<file path="config.mk">
export PLATFORM = sky130hd
export DESIGN_NAME = mem_dma_copier_flat
export DESIGN_NICKNAME = d
export VERILOG_FILES = /design/src/rtl/mem_dma_copier_pkg.sv /design/src/rtl/mem_dma_copier_if.sv /design/src/rtl/mem_dma_copier.sv /design/src/flat_wrapper.sv
export SDC_FILE = /design/constraint.sdc
export NUM_CORES = 1
export LEC_CHECK = 0
export BUFFER_PORTS_ARGS = -buffer_cell sky130_fd_sc_hd__buf_4
export CAP_MARGIN = 5
export CORE_UTILIZATION = 51
export CTS_CLUSTER_DIAMETER = 50
export CTS_CLUSTER_SIZE = 40
export DETAILED_ROUTE_END_ITERATION = 8
export MAX_ROUTING_LAYER = met4
export PLACE_DENSITY = 0.84
export REMOVE_ABC_BUFFERS = 1
export SYNTH_ARGS = -nofsm -noshare
export SYNTH_HDL_FRONTEND = slang
export SYNTH_SLANG_ARGS = --single-unit
</file>
<file path="constraint.sdc">
create_clock -name clock -period 2.2 [get_ports clock]
set_input_delay 0.11 -clock clock [delete_from_list [all_inputs] [get_ports clock]]
set_output_delay 0.11 -clock clock [all_outputs]
set_load 0.01 [all_outputs]
</file>
<file path="src/rtl/mem_dma_copier_pkg.sv">
// mem_dma_pkg: shared types and constants for the mem_dma_copier block.
//   dma_state_t      - FSM state encoding of the copier
//   WORD_BYTES       - byte stride between consecutive 32-bit words
//   WB_NONE/WB_WORD  - byte-write-enable patterns for a read / full-word write
//   start_misaligned - alignment check applied to a start request
package mem_dma_pkg;

  typedef enum logic [1:0] {
    IDLE  = 2'd0,
    READ  = 2'd1,
    WRITE = 2'd2,
    DONE  = 2'd3
  } dma_state_t;

  localparam int         WORD_BYTES = 4;
  localparam logic [3:0] WB_NONE    = 4'h0;
  localparam logic [3:0] WB_WORD    = 4'hF;

  // The source address only matters in copy mode, so a fill may start
  // from any src value.
  function automatic logic start_misaligned(input logic [1:0] src_lsb,
                                            input logic [1:0] dst_lsb,
                                            input logic       fill);
    return (dst_lsb != 2'b00) || (!fill && (src_lsb != 2'b00));
  endfunction

endpackage

</file>
<file path="src/rtl/mem_dma_copier_if.sv">
// interface_memory: single RAM port as seen by an initiator and a target.
//   enable_in - port enable (master -> RAM)
//   wb_in     - per-byte write enables; all zero means read (master -> RAM)
//   addr_in   - byte address, sampled by the RAM at posedge (master -> RAM)
//   data_in   - write data (master -> RAM)
//   data_out  - registered read data, valid one cycle after the read (RAM -> master)
interface interface_memory #(
  parameter int MEMORY_BUS_WIDTH = 32
) ();

  logic                        enable_in;
  logic [3:0]                  wb_in;
  logic [MEMORY_BUS_WIDTH-1:0] addr_in;
  logic [MEMORY_BUS_WIDTH-1:0] data_in;
  logic [MEMORY_BUS_WIDTH-1:0] data_out;

  modport MASTER (
    output enable_in,
    output wb_in,
    output addr_in,
    output data_in,
    input  data_out
  );

  modport SLAVE (
    input  enable_in,
    input  wb_in,
    input  addr_in,
    input  data_in,
    output data_out
  );

endinterface

</file>
<file path="src/rtl/mem_dma_copier.sv">
// mem_dma_copier: single-channel DMA engine that copies or fills a block of
// 32-bit words through one port of a dual-port RAM.
// Ports:
//   clock      - system clock, all logic on posedge
//   reset      - synchronous active-high reset
//   mem_if     - interface_memory.MASTER towards the RAM port
//   start_in   - 1-cycle start pulse, only honoured in IDLE
//   src_in     - source byte address (copy mode)
//   dst_in     - destination byte address
//   len_in     - transfer length in words
//   fill_in    - 0: copy src->dst, 1: write pattern_in to every dst word
//   pattern_in - fill value
//   busy_out   - high while a transfer is in progress (including the done cycle)
//   done_out   - 1-cycle completion pulse
//   err_out    - 1-cycle pulse when a start is rejected for misalignment
module mem_dma_copier
  import mem_dma_pkg::*;
#(
  parameter int MEMORY_BUS_WIDTH = 32,
  parameter int LEN_W            = 16
) (
  input  logic                        clock,
  input  logic                        reset,
  interface_memory.MASTER             mem_if,
  input  logic                        start_in,
  input  logic [MEMORY_BUS_WIDTH-1:0] src_in,
  input  logic [MEMORY_BUS_WIDTH-1:0] dst_in,
  input  logic [LEN_W-1:0]            len_in,
  input  logic                        fill_in,
  input  logic [MEMORY_BUS_WIDTH-1:0] pattern_in,
  output logic                        busy_out,
  output logic                        done_out,
  output logic                        err_out
);

  localparam logic [MEMORY_BUS_WIDTH-1:0] STRIDE = MEMORY_BUS_WIDTH'(WORD_BYTES);

  dma_state_t                  state_q, state_nxt;
  logic [MEMORY_BUS_WIDTH-1:0] src_q, dst_q, pattern_q;
  logic [LEN_W-1:0]            rem_q;
  logic                        fill_q;
  logic                        err_q;
  logic                        misaligned;
  logic                        accept;

  assign misaligned = start_misaligned(src_in[1:0], dst_in[1:0], fill_in);
  // A zero-length start is accepted too; it just goes straight to DONE.
  assign accept     = (state_q == IDLE) && start_in && !misaligned;

  always_ff @(posedge clock) begin
    if (reset) begin
      state_q   <= IDLE;
      src_q     <= '0;
      dst_q     <= '0;
      pattern_q <= '0;
      rem_q     <= '0;
      fill_q    <= 1'b0;
      err_q     <= 1'b0;
    end else begin
      state_q <= state_nxt;
      err_q   <= (state_q == IDLE) && start_in && misaligned;
      if (accept) begin
        src_q     <= src_in;
        dst_q     <= dst_in;
        pattern_q <= pattern_in;
        rem_q     <= len_in;
        fill_q    <= fill_in;
      end else if (state_q == WRITE) begin
        // Address arithmetic deliberately wraps modulo 2**MEMORY_BUS_WIDTH.
        src_q <= src_q + STRIDE;
        dst_q <= dst_q + STRIDE;
        rem_q <= rem_q - LEN_W'(1);
      end
    end
  end

  always_comb begin
    state_nxt        = state_q;
    mem_if.enable_in = 1'b0;
    mem_if.wb_in     = WB_NONE;
    mem_if.addr_in   = '0;
    mem_if.data_in   = '0;

    unique case (state_q)
      IDLE: begin
        if (start_in && !misaligned) begin
          if (len_in == '0)  state_nxt = DONE;
          else if (fill_in)  state_nxt = WRITE;
          else               state_nxt = READ;
        end
      end
      READ: begin
        mem_if.enable_in = 1'b1;
        mem_if.addr_in   = src_q;
        state_nxt        = WRITE;
      end
      WRITE: begin
        mem_if.enable_in = 1'b1;
        mem_if.wb_in     = WB_WORD;
        mem_if.addr_in   = dst_q;
        // In copy mode the RAM's registered output holds the word read in
        // the preceding READ cycle.
        mem_if.data_in   = fill_q ? pattern_q : mem_if.data_out;
        if (rem_q == LEN_W'(1)) state_nxt = DONE;
        else if (fill_q)        state_nxt = WRITE;
        else                    state_nxt = READ;
      end
      DONE: begin
        state_nxt = IDLE;
      end
      default: begin
        state_nxt = IDLE;
      end
    endcase
  end

  assign busy_out = (state_q != IDLE);
  assign done_out = (state_q == DONE);
  assign err_out  = err_q;

endmodule

</file>
<file path="src/flat_wrapper.sv">
// flat-port wrapper written by rule: the top's interface ports become plain ports
module mem_dma_copier_flat import mem_dma_pkg::*;
#(
  parameter int MEMORY_BUS_WIDTH = 32,
  parameter int LEN_W            = 16
)
  (clock, reset, start_in, src_in, dst_in, len_in, fill_in, pattern_in, busy_out, done_out, err_out, mem_if_enable_in, mem_if_wb_in, mem_if_addr_in, mem_if_data_in, mem_if_data_out);
  interface_memory #(.MEMORY_BUS_WIDTH(MEMORY_BUS_WIDTH)) mem_if_i ();
  input  logic clock;
  input  logic reset;
  input  logic start_in;
  input  logic [MEMORY_BUS_WIDTH-1:0] src_in;
  input  logic [MEMORY_BUS_WIDTH-1:0] dst_in;
  input  logic [LEN_W-1:0] len_in;
  input  logic fill_in;
  input  logic [MEMORY_BUS_WIDTH-1:0] pattern_in;
  output logic busy_out;
  output logic done_out;
  output logic err_out;
  output wire logic [$bits(mem_if_i.enable_in)-1:0] mem_if_enable_in;
  output wire logic [$bits(mem_if_i.wb_in)-1:0] mem_if_wb_in;
  output wire logic [$bits(mem_if_i.addr_in)-1:0] mem_if_addr_in;
  output wire logic [$bits(mem_if_i.data_in)-1:0] mem_if_data_in;
  input wire logic [$bits(mem_if_i.data_out)-1:0] mem_if_data_out;
  assign mem_if_enable_in = mem_if_i.enable_in;
  assign mem_if_wb_in = mem_if_i.wb_in;
  assign mem_if_addr_in = mem_if_i.addr_in;
  assign mem_if_data_in = mem_if_i.data_in;
  assign mem_if_i.data_out = mem_if_data_out;
  mem_dma_copier #(.MEMORY_BUS_WIDTH(MEMORY_BUS_WIDTH), .LEN_W(LEN_W)) u_core (.clock(clock), .reset(reset), .mem_if(mem_if_i), .start_in(start_in), .src_in(src_in), .dst_in(dst_in), .len_in(len_in), .fill_in(fill_in), .pattern_in(pattern_in), .busy_out(busy_out), .done_out(done_out), .err_out(err_out));
endmodule
</file>
# Word-level counts from Yosys, hierarchy flattened
# Index checks and enable logic that the tools add are counted.
# op_classes
reduce_logical	15
n_eq_ne	5
add_sub_neg	3
mux	17
# op_table
cell	n
32-bit two-way mux	6
32-bit by 3-bit adder with 32-bit output, second input constant	2
32-bit one-hot mux with 2 select lines	1
16-bit two-way mux	2
16-bit by 1-bit == test with 1-bit output, second input constant	1
16-bit zero test	1
16-bit by 1-bit subtractor with 16-bit output, second input constant	1
2-bit two-way mux	5
2-bit one-hot mux with 4 select lines	1
2-bit nonzero test	4
1-bit logical AND	5
2-bit == test, second input constant	2
4-bit two-way mux	1
2-bit by 1-bit == test with 1-bit output, second input constant	1
1-bit zero test	2
2-bit zero test	1
2-bit != test, second input constant	1
2-bit OR reduction	1
1-bit logical OR	1
1-bit two-way mux	1
# totals
word_cells	47
out_inout_bits	72
ff_bits	116

# Logic depth before layout (Yosys ltp)
# Gate-level depths: netlist (run 1).
# logic_depth
ltp_word	7
depth_mapped	9
ltp_nobuf	7

# Least setup slack after synthesis (run 1)
# Ideal clock, no wire load.
# synth_timing
path_kind	register -> register
startpoint	register u_core.state_q[0]
endpoint	register u_core.src_q[17]
synth_period_minus_slack_ns	2.079
setup_slack_ns	0.121
path_stages_with_launch	10
t_arrival_ns	1.994
path_buffers	2
t_required_ns	2.114
cell_sequence	dfxtp_1 -> inv_1 -> ha_1 -> buf_2 -> and3_1 -> clkbuf_1 -> nor4b_2 -> nand4_1 -> xor2_1 -> a211oi_1
# synth_via
elab_chain_cells	4
word_cells_on_any_way	6
classes_between	1 x eq/ne; 1 x mux; 4 x reduce/logical
# synth_lines
item	line	source
start: declaration	mem_dma_copier.sv:38	dma_state_t state_q, state_nxt;
start signal: assignment	mem_dma_copier.sv:60	state_q <= state_nxt;
2-bit zero test	mem_dma_copier.sv:48	assign accept = (state_q == IDLE) && start_in && !misaligned;
1-bit logical AND (2 in series)	mem_dma_copier.sv:48	
32-bit two-way mux / 2-bit nonzero test (equally long branches)	-	
end signal: assignment	mem_dma_copier.sv:63	src_q <= src_in;
end signal: assignment	mem_dma_copier.sv:70	src_q <= src_q + STRIDE;
end: declaration	mem_dma_copier.sv:39	logic [MEMORY_BUS_WIDTH-1:0] src_q, dst_q, pattern_q;
# Several ways; a longest one is shown, not always the timed one.
# A chain may end at the register's enable or synchronous reset.

# Final worst setup path (run 1)
# layout_timing
startpoint	register u_core.state_q[1]
endpoint	output mem_if_addr_in[8]
# layout_via
elab_chain_cells	2
word_cells_on_any_way	3
classes_between	2 x eq/ne; 1 x mux
# layout_lines
item	line	source
2-bit == test / 2-bit by 1-bit == test with 1-bit output (equally long branches)	mem_dma_copier.sv:84	unique case (state_q)
32-bit one-hot mux with 2 select lines (*)	mem_dma_copier.sv:84	
end: declaration	flat_wrapper.sv:22	output wire logic [$bits(mem_if_i.addr_in)-1:0] mem_if_addr_in;
# Every way passes the cells marked *; elsewhere a longest branch is shown, timed or not.

==> impl_summary.md, run 1 <==
Outcome
The run finished with clean final reports.

Route
Summed over all nets, wire length on met3 after detailed routing comes to between 1.5 and 2 mm. Dividing the detail-routed wire length by the instance count gives 17.9 µm. The starting DRC count in detailed routing is 653.

In the detailed route, the total length drawn on met2 is 11.1 mm. Summing over every cut layer, the via total after detailed routing is 7,362. The remaining antenna violation count is 0. Wires add up to 22.9 mm. After detailed routing, the wire length on met1 is 9.07 mm.

The highest signal layer in the routed design is met4. After detailed routing, the number of vias per cell comes to 5.75. In the routed design, unresolved DRC markers number 0. The number of search-and-repair iterations in the first detailed-routing pass is 5.

Timing
Derived from the worst setup path, the maximum achievable clock frequency is 0.465 GHz. Setup repair after global routing left no endpoint under its margin. The slew at the pin closest to its max-slew limit is 0.651 ns.

Of the available clock period, the critical path in the final layout requires 97.8%. Final hold analysis gives a worst-case slack of 0.00506 ns. The minimum clock period is 2.15 ns. On the final layout, the worst clock skew is 0.00501 ns.

The max-slew violation count came to 0. The hold violation count in the final report was 0. Adding up every negative setup slack in the final design gives 0 ns.

The relative max-transition margin is 56.6%. The final setup violation count is 0.

Cells and area
Counting the fill cells in the layout gives slightly above 800. The storage element area is approximately 2300 µm². After routing the design area is around 10000 µm². The multi-input gate area in the final layout is 4110 µm².

The synthesis-to-finish area growth is 48.8%. At the end of the flow, the number of nets in the layout was about 1,300. The fraction of final layout cells with drive strength greater than 1 is 27.2%. The finished layout holds 1,280 standard cells, fillers aside.

Run
The number of max-capacitance violations reported is 0.

Power
The combinational share of power is 35.6%. The design draws just under 9 mW. The clock network is responsible for 33.2% of the overall power. The switching portion of total power is 32.4%. The internal power of the cells is 5.94 mW.

The total net switching power is 2.84 mW. The power per standard cell area is between 800 and 900 nW/µm². The leakage power of the design is 3.76 nW.

The register share of total power is between 30% and 40%. IR analysis of the VDD net gives a maximum drop of 0.556 mV.

Logic synthesis
Among all flip-flop cells after synthesis, the most frequent one is dfxtp_1. The area share of fa/ha/maj cells after synthesis is 1.69%. In the post-synthesis netlist, the biggest area contributors are dfxtp_1, a211oi_1, nor2b_1, nand2_1, xnor2_1. Counting flops with an async set or reset pin after synthesis yields a share of 0%. The summed instance area of the synthesized netlist is 6670 µm². Yosys printed 0 warnings. In this run the biggest area consumer among cell types represents a little over a third of the synthesized area.

Of the total synthesized cell area, the portion taken by XOR and XNOR cells is approximately a tenth. The count of mapped cells out of synthesis is 828. The multiplexer share of the synthesized area is under 10%. Dividing the synthesized area by the synthesized cell count gives 8.06 µm². Of all cell types, the one taking the most synthesized area is dfxtp_1. The main combinational cell family by area after synthesis is simple AND/OR/NAND/NOR gates.

The synthesized design contains 0 enable-type register cells. The area share of and/or/nand/nor cells after synthesis is between 20 and 30%. After synthesis, flip-flops and latches occupy 34.8% of the total area. The synthesized design contains 116 register bits. The number of distinct library cell variants in the gate-level netlist after synthesis is 48. The area fraction in compound gates after synthesis is 16.0%.

CTS
Once the clock tree was built, the setup fixing pass inserted 0 buffers. CTS placed an instance of clkbuf_16 at the clock tree root. The number of buffers on the longest clock path is 2. The TritonCTS buffer count is 17.

Clock latency on the worst-skew pair, taken at its later pin, is 0.42 ns. The TritonCTS clock tree is yes. The number of clock sinks seen by CTS is roughly 120. The clock tree synthesis step divided the H-tree into 4 levels. The post-CTS clock slew at the launch and capture registers of the worst setup and hold paths is 0.05 ns.

Global routing
The total overflow left after global routing is 0. The global-route usage over all layers is 33.4%. Entering global routing, the biggest net connects 75 pins. The global-route wire length before repair is 33.9 mm. The via count of the first global-routing pass came to 7,024. The initial antenna violation count is 0.

Floorplan
In this run the horizontal extent of the chip is 116 µm. 220 I/O pins were placed. The cell row count is 41. For this configuration, the core starts out at a cell density of 52.6%.

Measured along the y axis, the die boundary spans 116 µm. The overall die area is 13,500 µm². The core region is about 13,000 µm².

Placed design
In this run, placement finished with an instance count of 1,176. The estimated wirelength of the detail-placed design is 14.2 mm. The final weighted congestion in routability-driven placement is roughly 0.95. The area after detailed placement is 8510 µm². The count of input and output buffers is 219.

Setup path
Along the worst path, the maximum fanout reaches 10. The category of the worst setup path capture point is an output port. The critical path is of the flip-flop to output port type. The arrival time at the worst endpoint is slightly above 2 ns. The required time of the critical path is 2.09 ns.

The nature of the critical path startpoint is a flip-flop.

Hold path
The path class of the tightest hold or removal check is input port to flip-flop.
-- power groups by stage --
stage               logic, mW  registers (mW)  clock network, mW
finish                   3.12            2.74               2.92
global route             3.36            2.77               3.04
global placement         2.78            2.73                  0
CTS                      2.97            2.71               2.93
detailed placement       2.83            2.75                  0
floorplan                1.80            2.68                  0
-- final timing paths --
check	from	endpoint	cells after the start	slack, ns
worst max-delay path	u_core.state_q[1]$_SDFFE_PP0P_	mem_if_addr_in[8]	5	0.05
worst min-delay path	dst_in[27]	u_core.dst_q[27]$_SDFFE_PP0P_	3	0.005
worst max register to register	u_core.state_q[0]$_SDFFE_PP0P_	u_core.src_q[31]$_SDFFE_PP0P_	7	0.12
worst min register to register	u_core.src_q[0]$_SDFFE_PP0P_	u_core.src_q[0]$_SDFFE_PP0P_	2	0.45
-- worst max-delay path, cell delays in order, from the launching register on --
cell and delay, ns:
dfxtp_1 0.43, inv_1 0.12, ha_1 0.31, buf_4 0.17, a21boi_0 0.40, buf_4 0.20
-- cell families after synthesis --
| logic type | count (synthesis) |
|---|---|
| xor gates and xnor gates | 73 |
| buffers and inverters | 74 |
| DFF | 116 |
| muxes | 34 |
| AOI/OAI and AO/OA | 151 |
| adders and majority gates | 9 |
| and+or+nand+nor | 371 |
-- sequential cells by signal, summed over array words and instances, names as in the netlist --
name	count
u_core.fill_q	1
u_core.src_q	32
u_core.dst_q	32
u_core.state_q	2
u_core.pattern_q	32
u_core.rem_q	16
u_core.err_out	1
-- cell usage in the layout (no fill, tap or decap), types with 2 or more instances in the layout --
cell,n
buf_12,5
a21boi_0,2
dfxtp_1,115
nor4_2,5
xor2_1,31
nor3_2,3
nor2b_1,64
a211oi_1,71
clkinv_2,5
dlygate4sd3_1,70
a22oi_1,29
or4_4,2
nor3b_1,2
inv_1,8
buf_4,236
nor2_1,93
mux2i_1,34
nand3_1,21
a21oi_1,36
clkbuf_8,6
bufinv_16,3
a211oi_2,3
xnor2_1,42
nand2b_1,2
and4_1,7
nor3_1,20
nand4_1,23
nor4_1,7
clkbuf_16,18
and3_1,9
nand2_1,100
ha_1,7
-- layout make-up --
cell class                      count  share of cell area (%)
Timing Repair Buffer              313                    26.3
Clock buffer                       23                    5.12
Inverter                            8                   0.303
Antenna cell                        1                  0.0252
Clock inverter                      9                    1.24
Sequential cell                   116                    23.4
Tap cell                          172                    2.17
Multi-Input combinational cell    638                    41.4
-- synthesized netlist by cell type, types with 4 or more instances --
master	instances
xnor2_1	42
a22oi_1	30
nand4_1	23
nor2b_1	64
xor2_1	31
and4_1	7
nand2_1	101
dfxtp_1	116
nor4_1	9
and3_1	9
nor4_2	4
a211oi_1	71
mux2i_1	34
nor3_1	20
a21oi_1	36
nor2_1	93
nand3_1	22
clkbuf_1	57
inv_1	8
ha_1	9
-- metal layers --
metal	global-route usage, %	up-vias
li1	-	3442
met1	36.4	3418
met2	56.0	408
met3	7.78	94
met4	19.1	0
met5	-	-
-- what timing repair did --
| action | CTS | global route |
|---|---|---|
| hold endpoints to repair | 70 | 0 |
| gates resized for setup | 2 | 8 |
| setup endpoints to repair | 11 | 18 |
| hold buffers | 70 | 0 |
| gates cloned | 0 | 1 |
-- stage by stage --
| stage | setup slack [ns] | util (%) |
|---|---|---|
| after floorplan | -2.63 | - |
| after detailed placement | 0.149 | 67.2 |
| after global routing | 0.00278 | 78.3 |
| after global placement | 0.220 | 67.2 |
| after CTS | 0.0470 | 77.7 |
| final | 0.0480 | 78.3 |
Power figures use the tool's default switching activity.
==> run 2: changes to the inputs <==
- PLACE_DENSITY: 0.84 -> 0.8
- RECOVER_POWER: not set -> 25
==> impl_summary.md, run 2 (synthesized netlist as in run 1, its figures left out) <==
Global routing
Global routing consumed, over all layers together, 31.2% of the routing resources. The first global-routing pass estimated ~32 mm of wire. The initial antenna violation count is 0. The remaining global-route overflow is 0.

The via count of the first global-routing pass was 6,525. Entering global routing, the biggest net connects between 50 and 60 pins.

CTS
The post-CTS clock slew at the launch and capture registers of the worst setup and hold paths is 0.05 ns. The number of buffers inserted by post-CTS setup repair is 0. The CTS root buffer is clkbuf_16. The number of buffers on the longest clock path is 2. The TritonCTS clock tree is yes. Clock latency on the worst-skew pair, taken at its later pin, is 0.41 ns. The clock tree synthesis step divided the H-tree into 4 levels. The tree built by TritonCTS fans out to roughly 120 sinks.

The TritonCTS buffer count is 17.

Timing
The highest clock frequency the design can meet is 0.490 GHz. The hold violation count in the final report is 0. The max-slew violation count was 0. The relative max-transition margin is 64.9%.

The final-layout worst hold slack is 0.00257 ns. The accumulated negative setup slack is 0 ns. The slew at the pin closest to its max-slew limit is 0.527 ns. The worst path in the final design needs a cycle of 2.04 ns, including I/O delays and setup. The final worst slack is around 0.16 ns. Between clock sinks in the finished design, the worst skew comes to just over 0.008 ns.

Setup violations remaining at the end of the flow were counted as 0. Of the available clock period, the critical path in the final layout requires 92.8%. Setup repair after global routing left no endpoint under its margin.

Power
For this design the static power due to leakage is 3.61 nW. The power per standard cell area is 851 nW/µm². The total power is 8.19 mW. VDD sags by at most 0.550 mV.

Setup path
Traced cell by cell, the critical path runs through inv_1, ha_1, buf_4, a21boi_0, buf_4. Broken down by cell family, the worst path's largest delay share belongs to buffers and inverters. The category of the worst setup path capture point is an output port. Data on the critical path is required at its endpoint by 2.09 ns. The buffering stage count on the worst path with inverters included is 3. By instance count, the cell type seen most on the critical path is buf_4. The longest individual stage delay on the worst path is between 0.4 and 0.5 ns.

The critical path's slowest cell is dfxtp_1. The nature of the critical path startpoint is a flip-flop. Along the worst path, the maximum fanout reaches 11.

Data on the critical path arrives at its endpoint at 1.93 ns. The category of the most critical setup path is flip-flop to output port.

Cells and area
In the final layout, the registers with the most flip-flops are u_core.dst_q: 32 flops, u_core.pattern_q: 32 flops, u_core.src_q: 32 flops. The library cells used most frequently in the layout, excluding fill and tap cells, are buf_4, dfxtp_1, nand2_1. Compared with the post-synthesis result, the final layout area differs by 44.4%. The net count of the finished layout is between 1,000 and 1,500. The count of inserted antenna diode cells is 0. The utilization after layout is 76.0%. The most common cell after layout, fill and taps aside is buf_4. The fraction of final layout cells with drive strength greater than 1 is 26.8%.

Floorplan
The effective utilization at floorplan is 52.6%. The cell row count is 41. Measured along the x axis, the die boundary spans between 100 and 150 µm.

The die covers 13,500 µm². From bottom edge to top edge, the die measures 116 µm. In this run the count of I/O pins placed on the die edge is 220.

The placeable core region is approximately 13,000 µm².

Run
The tool flagged a number of max-cap violations equal to 0.

Route
The first detailed-routing pass ran for 5 iterations. After detailed routing, the average wire length per cell comes to 16.2 µm. Detailed routing inserted a total of ~7,000 vias.

In the routed design, unresolved DRC markers number 0. In this run the remaining antenna-violating nets after routing total 0. The wire length after detailed routing is 20.5 mm. The per-cell via count in the routed design is about 5.5. The starting DRC count in detailed routing is 576.

Hold path
The class of the tightest hold or removal check is input port to flip-flop.

Placed design
The estimated wirelength of the detail-placed design is 13.8 mm. The congestion estimate from routability-driven global placement came to 0.927. The minimum setup slack after placement is roughly 0.17 ns. The count of input and output buffers is 219.

Outcome
The run finished with clean final reports.
run 2: worst reg2reg max path: stages, from the launching register on:
cell and delay (ns):
dfxtp_1 0.33, inv_1 0.15, ha_1 0.29, nand2_1 0.13
nor4_2 0.37, buf_4 0.42, nand2_1 0.12, a21oi_1 0.14
run 2: area by class of cell:
cell class                      instances  area, µm²
Inverter                                8       30.0
Timing Repair Buffer                  299       2440
Multi-Input combinational cell        638       4090
Sequential cell                       116       2320
Fill cell                             930       3040
Clock inverter                          9       82.6
Clock buffer                           22        454
Tap cell                              172        215
run 2: path summary, 6_finish.rpt:
| path | start | to | slack [ns] | cells past startpoint |
|---|---|---|---|---|
| hold reg to reg | u_core.pattern_q[12]$_SDFFE_PP0P_ | u_core.pattern_q[12]$_SDFFE_PP0P_ | 0.46 | 2 |
| setup reg to reg | u_core.state_q[0]$_SDFFE_PP0P_ | u_core.pattern_q[30]$_SDFFE_PP0P_ | 0.17 | 7 |
| setup / recovery | u_core.state_q[1]$_SDFFE_PP0P_ | mem_if_addr_in[8] | 0.16 | 5 |
| hold / removal | src_in[9] | u_core.src_q[9]$_SDFFE_PP0P_ | 0.003 | 3 |
run 2: power by group:
part	switching, mW	internal, mW	leakage, nW
combinational	1.43	1.54	2.42
sequential	0.327	2.39	0.942
clock	0.949	1.56	0.248
total	2.70	5.49	3.61
run 2: through the flow:
stage,cell area (µm²),cells
after global placement,8570,1181
after CTS,9620,1263
after detailed placement,8570,1181
final,9630,1264
after global routing,9630,1264
after floorplan,6410,762
run 2: timing repair:
| action | CTS | global route |
|---|---|---|
| endpoints found under the setup margin | 0 | 5 |
| hold buffers | 51 | 1 |
| gates resized for setup | 0 | 1 |
| endpoints found under the hold margin | 51 | 1 |
run 2: routing by layer:
layer  global-route usage, %  vias up  part of all wire, %
met5                       -        -                    0
met4                    10.5        0                  2.0
met3                    6.80       39                  6.6
met2                    49.8      291                   47
met1                    38.9     3231                   44
li1                        -     3413                    -
==> run 3: changes to the inputs <==
- clock period: 2.2 -> 1.9 ns (I/O delays scaled with it)
==> impl_summary.md, run 3 (synthesized netlist as in run 1, its figures left out) <==
Outcome
The run finished, with violations left. The final reports fail on negative setup slack.

Timing
The relative max-transition margin is 54.6%. The slew at the pin closest to its max-slew limit is 0.675 ns. Setup repair after global routing could not meet its margin everywhere.

Setup violations remaining at the end of the flow were counted as 3. The minimum clock period is 1.93 ns. Timing would allow up to just over 0.5 GHz. The max-slew violation count came to 0.

The final worst slack is -0.0330 ns. In the finished design, the share of the clock period the worst path needs comes to 102%. The worst clock skew is 0.00764 ns. The hold violation count in the final report was 0.

Hold path
The class of the tightest hold or removal check is input port to flip-flop. The count of cells along the worst hold path is 3.

Route
The highest metal layer carrying signal wires in the routed design is met4. Dividing the detail-routed via count by the number of cells gives 5.62. The routed wire length on met3 is 1.65 mm. After detailed routing, the total wire length is 23.0 mm.

Summed over all nets, wire length on met2 after detailed routing comes to 11.3 mm. The remaining antenna violation count is 0. The routed length on met1 is between 9 and 10 mm.

The routed length per placed instance is 17.5 µm. For this block, the initial DRC count from the detailed router was around 700. The total vias in the final route is 7,400.

The total DRC errors in the routed layout is 0. The first detailed-routing pass ran for 5 iterations.

Power
The worst vdd rail ir drop is 0.603 mV. Of the total power, the clock network draws roughly 28%. Power spread over the standard cell area amounts to 1000 nW/µm². The analysis attributes to cell leakage a power of 3.92 nW. The internal portion of the total power is 6.86 mW.

The total net switching power is 3.46 mW. The combinational share of power is 41.2%. Net switching is about a third of the power. The register share of total power is a little under a third.

Global routing
The initial antenna violation count is 1. The pin count of the biggest net entering global routing is 61. The via count of the first global-routing pass is 7,075. The global-route wire length before repair is 34.2 mm. The global-route usage over all layers is 33.6%. Summed over all layers, the global routing overflow is 0.

Placed design
In this run the cell area measured after placement is 8680 µm². Routability-driven placement finished with a final weighted congestion of 0.891. The estimated wirelength of the detail-placed design is 14.2 mm.

Prior to clock tree synthesis, the placed netlist has a worst setup slack of -0.0311 ns. Buffers placed on the I/O ports in this run total 219.

Cells and area
The post-route cell area is 10,300 µm². Of the cells placed in the final design, the portion with a size suffix greater than 1 is 29.9%. The area growth from synthesis to layout is 54.8%.

Leaving out fill and tap cells, the most frequent cell in the layout is buf_4. Cells fill between 80% and 90% of the core in the end. The final-stage net count is 1,287. In the layout the commonest cells are buf_4, dfxtp_1, nand2_1.

The largest registers in the layout are u_core.dst_q: 32 flops, u_core.pattern_q: 32 flops, u_core.src_q: 32 flops.

Setup path
The category of the most critical setup path is flip-flop to flip-flop. The critical-path maximum fanout is 4. The reg-to-reg critical path startpoint is u_core.rem_q[7]$_SDFFE_PP0P_. The arrival time at the worst endpoint is between 2 and 2.5 ns. For the worst setup path, the data required time is 2.18 ns. The endpoint identified for the worst register-to-register timing path is u_core.rem_q[12]$_SDFFE_PP0P_. STA classifies the critical path startpoint as a flip-flop. The most critical setup path has its endpoint at u_core.rem_q[12]$_SDFFE_PP0P_. The start point of the critical path is u_core.rem_q[7]$_SDFFE_PP0P_. The number of cell instances on the worst register-to-register path is 5. For flop-to-flop paths, the worst setup slack is -0.03 ns. The category of the worst setup path capture point is a flip-flop.

Floorplan
The die is 116 µm tall. The placeable core region is 12,700 µm². The overall die area is 13,500 µm².

Once the floorplan was initialized, standard cells occupied a little over half of the core. The number of placed I/O pins is 220. Measured along the x axis, the die boundary spans 116 µm.

In this run the core area contains 41 standard-cell rows.

CTS
The TritonCTS buffer count is 17. The post-CTS clock slew at the launch and capture registers of the worst setup and hold paths is 0.05 ns. The number of clock sinks seen by CTS is 116.

In this run the number of H-tree levels came out at 4. CTS placed an instance of clkbuf_16 at the clock tree root. TritonCTS built the clock tree.

Clock latency on the worst-skew pair, taken at its later pin, is ~0.42 ns. The clock passes through at most 2 buffers.

Run
The number of max-capacitance violations reported is 0.
run 3: cell types whose count changed in the layout (fill, tap and decap cells not counted), sizes merged:
cell	before	now
diode	0	2
bufinv	1	0
clkinv	3	4
dlygate4sd3	52	84
buf	244	262
clkinvlp	5	0
clkbuf	25	30
run 3: metal layers:
metal  GRT usage, %  up-vias
met5              -        -
met4           16.7        0
met3           7.63       92
met2           56.7      371
met1           37.3     3420
li1               -     3517
run 3: worst max-delay path, cell delays in order, from the launching register on:
cell and delay (ns):
dfxtp_1 0.31, or4_4 0.57, or3_4 0.41, nand2b_4 0.15, xor2_1 0.23, a211oi_2 0.12
run 3: final cells by class:
cell class | instances | area [µm²]
Fill cell | 786 | 2340
Multi-Input combinational cell | 638 | 4240
Inverter | 8 | 30.0
Clock inverter | 4 | 20.0
Timing Repair Buffer | 349 | 2960
Antenna cell | 2 | 5.00
Clock buffer | 27 | 523
Tap cell | 172 | 215
Sequential cell | 116 | 2330
run 3: worst min-delay path by stage:
stage,slack (ns),start,endpoint
2_1_floorplan,0.16,reset,u_core.rem_q[12]$_SDFFE_PP0P_
3_3_place_gp,0.33,dst_in[31],u_core.dst_q[31]$_SDFFE_PP0P_
3_5_place_dp,0.35,dst_in[31],u_core.dst_q[31]$_SDFFE_PP0P_
4_1_cts,0.006,dst_in[14],u_core.dst_q[14]$_SDFFE_PP0P_
5_1_grt,0.01,dst_in[29],u_core.dst_q[29]$_SDFFE_PP0P_
6_report,0.01,src_in[24],u_core.src_q[24]$_SDFFE_PP0P_
run 3: what timing repair did:
| action | in CTS | in global routing |
|---|---|---|
| setup endpoints to repair | 62 | 59 |
| setup buffers | 0 | 4 |
| pin swaps | 0 | 10 |
| hold buffers | 84 | 0 |
| endpoints found under the hold margin | 84 | 0 |
| cloned | 0 | 1 |
| resized for setup | 18 | 30 |
run 3: per-stage QoR:
| stage | hold WS (ns) | setup TNS, ns | instances | total power, mW |
|---|---|---|---|---|
| 6_report | 0.0148 | -0.0434 | 1316 | 10.3 |
| 5_1_grt | 0.0111 | -0.735 | 1315 | 10.8 |
| 4_1_cts | 0.00582 | 0 | 1309 | 9.86 |
| 3_5_place_dp | 0.346 | -0.0562 | 1194 | 6.64 |
| 3_3_place_gp | 0.332 | 0 | 1194 | 6.59 |
| 2_1_floorplan | 0.160 | -353.05 | 762 | 5.18 |
run 3: power groups by stage:
stage	clock (mW)	combinational, mW	sequential (mW)
after detailed placement	0	3.50	3.14
final	2.92	4.25	3.15
after global routing	3.06	4.53	3.19
after CTS	2.94	3.82	3.11
after global placement	0	3.46	3.13
after floorplan	0	2.08	3.10
